[src/rtl/i2c_cmd_sequencer.sv]
// Command FIFO plus issue/complete sequencer in front of a simple I2C master.
// Pops one command at a time, waits for the master and returns a completion record.
module i2c_cmd_sequencer #(
    parameter int FIFO_DEPTH     = 4,
    parameter int ACCEPT_TIMEOUT = 64,
    parameter int DONE_TIMEOUT   = 1024
) (
    input  logic        I2C_clock,
    input  logic        reset_n,
    input  logic        cmd_valid,
    output logic        cmd_ready,
    input  logic [6:0]  cmd_addr,
    input  logic        cmd_rw,
    input  logic [15:0] cmd_data,
    input  logic        flush,
    output logic        m_ena,
    output logic [6:0]  m_addr,
    output logic        m_rw,
    output logic [15:0] m_data_wr,
    input  logic        m_busy,
    input  logic [15:0] m_data_rd,
    input  logic        m_ack_error,
    output logic        rsp_valid,
    output logic [6:0]  rsp_addr,
    output logic        rsp_rw,
    output logic [15:0] rsp_data,
    output logic        rsp_ack_error,
    output logic        rsp_timeout,
    output logic [4:0]  fifo_count,
    output logic        seq_busy
);

    localparam int AW = (FIFO_DEPTH > 1) ? $clog2(FIFO_DEPTH) : 1;
    localparam logic [4:0]  DEPTH5   = 5'(FIFO_DEPTH);
    localparam logic [15:0] ACC_LIM  = 16'(ACCEPT_TIMEOUT - 1);
    localparam logic [15:0] DONE_LIM = 16'(DONE_TIMEOUT - 1);

    typedef enum logic [1:0] {IDLE, ISSUE, WAIT_DONE, RESPOND} state_t;

    state_t         state, state_d;
    logic [23:0]    mem [FIFO_DEPTH];
    logic [AW-1:0]  wr_ptr, rd_ptr;
    logic [4:0]     count;
    logic [15:0]    timer, timer_d;
    logic           push, pop;
    logic [23:0]    head;

    logic           m_ena_d, m_rw_d, rsp_rw_d, rsp_ack_d, rsp_to_d;
    logic [6:0]     m_addr_d, rsp_addr_d;
    logic [15:0]    m_data_wr_d, rsp_data_d;

    assign cmd_ready  = (count < DEPTH5);
    assign push       = cmd_valid && cmd_ready && !flush;
    assign pop        = (state == IDLE) && (count != 5'd0) && !m_busy;
    assign head       = mem[rd_ptr];
    assign fifo_count = count;
    assign seq_busy   = (state != IDLE);
    assign rsp_valid  = (state == RESPOND);

    always_ff @(posedge I2C_clock) begin
        if (push)
            mem[wr_ptr] <= {cmd_addr, cmd_rw, cmd_data};
    end

    // flush only clears the queue; a command already popped keeps running
    always_ff @(posedge I2C_clock or negedge reset_n) begin
        if (!reset_n) begin
            wr_ptr <= '0;
            rd_ptr <= '0;
            count  <= '0;
        end else if (flush) begin
            wr_ptr <= '0;
            rd_ptr <= '0;
            count  <= '0;
        end else begin
            if (push)
                wr_ptr <= wr_ptr + 1'b1;
            if (pop)
                rd_ptr <= rd_ptr + 1'b1;
            count <= count + {4'd0, push} - {4'd0, pop};
        end
    end

    always_comb begin
        state_d     = state;
        m_ena_d     = m_ena;
        m_addr_d    = m_addr;
        m_rw_d      = m_rw;
        m_data_wr_d = m_data_wr;
        rsp_addr_d  = rsp_addr;
        rsp_rw_d    = rsp_rw;
        rsp_data_d  = rsp_data;
        rsp_ack_d   = rsp_ack_error;
        rsp_to_d    = rsp_timeout;
        unique case (state)
            IDLE: begin
                if (pop) begin
                    state_d = ISSUE;
                    m_ena_d = 1'b1;
                    {m_addr_d, m_rw_d, m_data_wr_d} = head;
                end
            end
            ISSUE: begin
                if (m_busy) begin
                    state_d = WAIT_DONE;
                    m_ena_d = 1'b0;
                end else if (timer >= ACC_LIM) begin
                    state_d    = RESPOND;
                    m_ena_d    = 1'b0;
                    rsp_to_d   = 1'b1;
                    rsp_data_d = '0;
                    rsp_ack_d  = 1'b0;
                end
            end
            WAIT_DONE: begin
                if (!m_busy) begin
                    state_d    = RESPOND;
                    rsp_data_d = m_data_rd;
                    rsp_ack_d  = m_ack_error;
                    rsp_to_d   = 1'b0;
                end else if (timer >= DONE_LIM) begin
                    state_d    = RESPOND;
                    rsp_to_d   = 1'b1;
                    rsp_data_d = '0;
                    rsp_ack_d  = 1'b0;
                end
            end
            RESPOND: state_d = IDLE;
            default: state_d = IDLE;
        endcase
        if (state_d == RESPOND && state != RESPOND) begin
            rsp_addr_d = m_addr;
            rsp_rw_d   = m_rw;
        end
        if (state_d != state)
            timer_d = '0;
        else if (timer == 16'hFFFF)
            timer_d = timer;
        else
            timer_d = timer + 16'd1;
    end

    always_ff @(posedge I2C_clock or negedge reset_n) begin
        if (!reset_n) begin
            state         <= IDLE;
            timer         <= '0;
            m_ena         <= 1'b0;
            m_addr        <= '0;
            m_rw          <= 1'b0;
            m_data_wr     <= '0;
            rsp_addr      <= '0;
            rsp_rw        <= 1'b0;
            rsp_data      <= '0;
            rsp_ack_error <= 1'b0;
            rsp_timeout   <= 1'b0;
        end else begin
            state         <= state_d;
            timer         <= timer_d;
            m_ena         <= m_ena_d;
            m_addr        <= m_addr_d;
            m_rw          <= m_rw_d;
            m_data_wr     <= m_data_wr_d;
            rsp_addr      <= rsp_addr_d;
            rsp_rw        <= rsp_rw_d;
            rsp_data      <= rsp_data_d;
            rsp_ack_error <= rsp_ack_d;
            rsp_timeout   <= rsp_to_d;
        end
    end

endmodule

[config.mk]
export PLATFORM = sky130hd
export DESIGN_NAME = i2c_cmd_sequencer
export DESIGN_NICKNAME = d
export VERILOG_FILES = /design/src/rtl/i2c_cmd_sequencer.sv
export SDC_FILE = /design/constraint.sdc
export NUM_CORES = 1
export LEC_CHECK = 0
export ABC_AREA = 1
export CORE_ASPECT_RATIO = 1.75
export CORE_MARGIN = 3
export CORE_UTILIZATION = 44
export CTS_BUF_LIST = sky130_fd_sc_hd__clkbuf_2
export DETAILED_ROUTE_END_ITERATION = 7
export HOLD_SLACK_MARGIN = 0.12
export PLACE_DENSITY_LB_ADDON = 0.05
export SETUP_SLACK_MARGIN = 0.5
export SLEW_MARGIN = 20
export SYNTH_ARGS = -nofsm -noshare
export SYNTH_HDL_FRONTEND = slang
export SYNTH_SLANG_ARGS = --single-unit
export TNS_END_PERCENT = 1
[constraint.sdc]
create_clock -name I2C_clock -period 5.93 [get_ports I2C_clock]
set_input_delay 0.8895 -clock I2C_clock [delete_from_list [all_inputs] [get_ports I2C_clock]]
set_output_delay 0.8895 -clock I2C_clock [all_outputs]
set_load 0.1 [all_outputs]
* Word-level counts from Yosys, hierarchy flattened
Memory sizes are Yosys's and may differ from the RTL's. A register that Yosys moved wholly into a read port is not among the register bits. Cells that the tools add are included.
Storage, ports and cells: logic and storage cells 84, output and inout bits 59, flip-flop bits (word level) 54, memories kept 1, input port bits 46, memory bits (writable) 96
Operators by class: muxes and demuxes 33, reduce and logical (&&, ||, !) cells 18, eq/ne operators 13, $add $sub $neg 5, magnitude comparators 3
Memory list:
- mem | depth 4, bits a word 24, read ports 1, clocked after Yosys merged registers in 1, wr ports 1, line 41 | logic [23:0] mem [FIFO_DEPTH];
Operators with widths (number):
- $mux W16 | 6
- $pmux W16 S2 | 1
- $mux W2 | 9
- $add A16 B1 Y16 const B | 1
- $eq A16 B16 Y1 const B | 1
- $ge A16 B10 Y1 const B | 1
- $ge A16 B6 Y1 const B | 1
- $mux W1 | 12
- $ne A2 B2 Y1 const B | 5
- $reduce_bool A2 Y1 | 5
- $pmux W2 S4 | 1
- $eq A2 B2 Y1 const B | 3
- $ne A3 B3 Y1 const B | 2
- $pmux W1 S2 | 3
- $add A5 B1 Y5 | 1
- $logic_and A1 B1 Y1 | 5
- $lt A5 B3 Y1 const B | 1
- $mux W5 | 1
- $reduce_bool A5 Y1 | 1
- $sub A5 B1 Y5 | 1
- $add A2 B1 Y2 const B | 2
- $reduce_and A4 Y1 | 1
- $logic_not A1 Y1 | 3
- $reduce_and A3 Y1 | 1
- other kinds (4) | 4

* Depth between registers and ports, before layout
depth in word-level cells 7, gate-level depth with buffers 16, depth with buffers taken out 16

* Least setup slack after synthesis
No wires, ideal clock.
path type flip-flop to flip-flop, from reg count[3] (netlist: fifo_count[3]), to mem mem[0][0], enable pin, cell stages (with the launch flop) 9, arrival time 3.957 ns, library setup time 0.405 ns, clock period less this slack 4.362 ns, path buffers 0, data required time 5.525 ns, slack 1.568 ns, path through dfrtp_1 -> inv_1 -> ha_1 -> inv_1 -> nor2_1 -> nand2_1 -> nor2_1 -> inv_1 -> nor2_1
Between the ends: longest elaborated chain between the ends 5
Ends and longest elaborated chain:
- start, declared | line 43 | logic [4:0] count;
- start signal, assigned | line 80 | count <= count + {4'd0, push} - {4'd0, pop};
- $lt A5 B3 Y1 | line 52 | assign cmd_ready = (count < DEPTH5);
- net cmd_ready | line 11 | output logic cmd_ready,
- $logic_and A1 B1 Y1 (2 in series) | line 53 | assign push = cmd_valid && cmd_ready && !flush;
- $mux W1 | line 61 | if (push)
- $mux W1 (implied by the code) | line 62 | mem[wr_ptr] <= {cmd_addr, cmd_rw, cmd_data};
- end, declared | line 41
The timed path passes the listed nets, and every way through them passes these cells.

* Final worst setup path
from reg count[3] (netlist: fifo_count[3]), to out cmd_ready
Between the ends: longest elaborated chain between the ends 1
Ends and longest elaborated chain (line):
- $lt A5 B3 Y1 | 52
- end, declared | 11
Every way passes these cells.

==> load_flow_metrics.sql <==
INSERT INTO impl_metrics (metric_group, metric, value, unit) VALUES
('status', 'outcome', 'completed', ''),
('power', 'clock_power_share', '12.0', '%'),
('critical_path', 'r2r_setup_slack', '2.42', 'ns'),
('cells_and_area', 'fin_nets', '835', ''),
('critical_path', 'r2r_end', 'fifo_count[4]', ''),
('placed_design', 'post-place-ws', '1.60', 'ns'),
('yosys', 'netlist_instances', '671', ''),
('power', 'internal_portion_of_total_power', '2.20', 'mW'),
('critical_path', 'worstSetupStartpointType', 'register', ''),
('cts', 'cts_buffer_depth', '2', ''),
('global_route', 'grt_pass1_vias', '5238', ''),
('yosys', 'yosys.cell_types.count', '30', ''),
('global_route', 'largest_net_degree_at_the_start_of_global_routing', '79', ''),
('power', 'power_per_cell_area', '553', 'nW/um^2'),
('cts', 'tritoncts.num_buffers', '17', ''),
('critical_path', 'critical_path_arrival', '2.68', 'ns'),
('cts', 'cts.htree.levels', '4', ''),
('critical_path', 'crit_path_max_incr_delay', '1.15', 'ns'),
('flow_run', 'cap_viol_max_count', '0', ''),
('worst_hold_path', 'worst_hold_path_type', 'in2async', ''),
('cells_and_area', 'multiInputGateArea', '2030', 'sq um'),
('yosys', 'post-synth-top-area-fraction', '40.1', '%'),
('critical_path', 'worstReg2RegStart', 'fifo_count[3]', ''),
('route', 'num_vias', '4961', ''),
('cells_and_area', 'final_common_cell', 'nand2_1', ''),
('power', 'power_switching', '2.55', 'mW'),
('cts', 'cts_resized', '0', ''),
('route', 'drc', '0', ''),
('cells_and_area', 'final_cell_area', '8610', 'sq um'),
('route', 'firstDrtPassIters', '4', ''),
('power', 'sw_frac_of_total', '53.7', '%'),
('critical_path', 'critical_path.max_fanout', '3', ''),
('timing', 'tightest_slew', '1.01', 'ns'),
('floorplan', 'io-pin-count', '105', ''),
('placed_design', 'post_dp_cell_area', '8390', 'sq um'),
('route', 'm1_wl', '5900', 'um'),
('global_route', 'global_route_wire_length_before_repair', '25000', 'um'),
('floorplan', 'dieWidth', '103', 'um'),
('timing', 'fin_worst_skew', '0.0332', 'ns'),
('placed_design', 'gpl.final_weighted_congestion', '0.811', ''),
('yosys', 'ys_ff_latch', '174', ''),
('cts', 'cts.root.buffer_cell', 'clkbuf_2', ''),
('critical_path', 'worstRegToRegCells', '14', ''),
('placed_design', 'numPortBuffers', '104', ''),
('timing', 'finalHoldWorstSlack', '0.169', 'ns'),
('yosys', 'synth_top_cell_by_area', 'edfxtp_1', ''),
('power', 'static-leakage-power', '3.54', 'nW'),
('cells_and_area', 'layout.area.seq', '4830', 'sq um'),
('critical_path', 'timing.critical_path.to_type', 'output pin', ''),
('yosys', 'syn-cell-area', '7180', 'sq um'),
('cts', 'clock_latency', '0.69', 'ns'),
('route', 'route.met3.wl', '715', 'um'),
('cts', 'tritoncts', 'built', ''),
('floorplan', 'fp.dieH', '175', 'um'),
('critical_path', 'timing.critical_path.max_delay_family', 'buffers and inverters', ''),
('route', 'antenna_left', '0', ''),
('route', 'drt-wirelength-per-cell', '15.6', 'um'),
('cts', 'ctsHoldBuffers', '0', ''),
('global_route', 'groute.usage.overall', '17.9', '%'),
('critical_path', 'cp_common_cell', 'inv_1', ''),
('timing', 'clock.fmax', '0.280', 'GHz'),
('placed_design', 'post-dp-hpwl', '9820', 'um'),
('global_route', 'initial_antenna_violation_count', '1', ''),
('timing', 'final.setup.worst_slack', '2.36', 'ns'),
('global_route', 'global_route.overflow_total', '0', ''),
('timing', 'timing.max_slew.rel_slack', '32.4', '%'),
('cells_and_area', 'ratio_of_cells_with_drive_above_1_in_the_final_layout', '8.11', '%'),
('route', 'top_signal_layer_used', 'met4', ''),
('yosys', 'synth_fp_nets', '730', ''),
('cells_and_area', 'nFillCells', '1436', ''),
('floorplan', 'placeableCoreArea', '16000', 'sq um');
-- sequential cells by signal, summed over array words and instances, names as in the netlist, 2 cells and up --
name	count
rd_ptr	2
m_data_wr	16
wr_ptr	2
mem	96
timer	16
state	2
fifo_count	5
rsp_addr	7
rsp_data	16
m_addr	7
-- worst max-delay path by stage --
stage | endpoint | cells past startpoint
3_3_place_gp | fifo_count[4] | 13
4_1_cts | cmd_ready | 5
6_report | cmd_ready | 5
5_1_grt | fifo_count[4] | 14
3_5_place_dp | fifo_count[4] | 13
2_1_floorplan | mem[0][0] | 8
-- cells in the mapped netlist --
library cell	instances
a21oi_1	6
a21oi_2	1
a31oi_1	1
buf_1	1
buf_2	2
buf_6	5
clkbuf_1	17
dfrtp_1	78
edfxtp_1	96
fa_1	1
ha_1	12
inv_1	51
inv_2	2
nand2_1	162
nand2_2	3
nand2_4	1
nand3_1	18
nand3_2	1
nand3b_1	1
nand4_1	1
nor2_1	95
nor2_2	1
nor2_4	3
nor3_1	1
nor4_1	1
o21a_1	2
o21ai_0	69
o21ai_2	10
o22ai_1	24
xor2_1	5
-- stage by stage --
step / utilization (%) / instances
2_1_floorplan: - / 671
4_1_cts: 53.9 / 978
3_5_place_dp: 52.6 / 946
5_1_grt: 54.0 / 979
6_report: 54.0 / 979
3_3_place_gp: 52.6 / 946
-- per-layer routing --
metal / vias up / GRT usage [%]
met5: - / 0
met4: 0 / 5.75
met3: 11 / 3.64
met2: 105 / 33.1
met1: 2393 / 20.1
li1: 2452 / -
-- power by group through the flow --
stage | registers, mW | logic [mW] | clock network (mW)
5_1_grt | 1.67 | 2.70 | 0.647
4_1_cts | 1.65 | 2.57 | 0.598
2_1_floorplan | 2.93 | 0.684 | 0
3_5_place_dp | 1.68 | 2.57 | 0
6_report | 1.65 | 2.54 | 0.571
3_3_place_gp | 1.67 | 2.54 | 0
-- cell families after synthesis --
kind of cell / synth area share [%]
buffers and inverters: 4.63
adders and majority gates: 2.37
AOI/OAI and AO/OA: 8.95
DFF: 67.3
xor gates and xnor gates: 0.610
and+or+nand+nor: 16.1
-- area by class of cell --
| type | count | area share [%] |
|---|---|---|
| inverter | 53 | 2.31 |
| antenna | 1 | 0.0291 |
| tap | 189 | 2.75 |
| clock buffer | 17 | 0.988 |
| clock inverter | 15 | 1.51 |
| timing repair buffer | 111 | 12.7 |
| multi-input combinational | 419 | 23.5 |
| sequential | 174 | 56.2 |
Note: power is estimated with default switching activity, not from simulation.
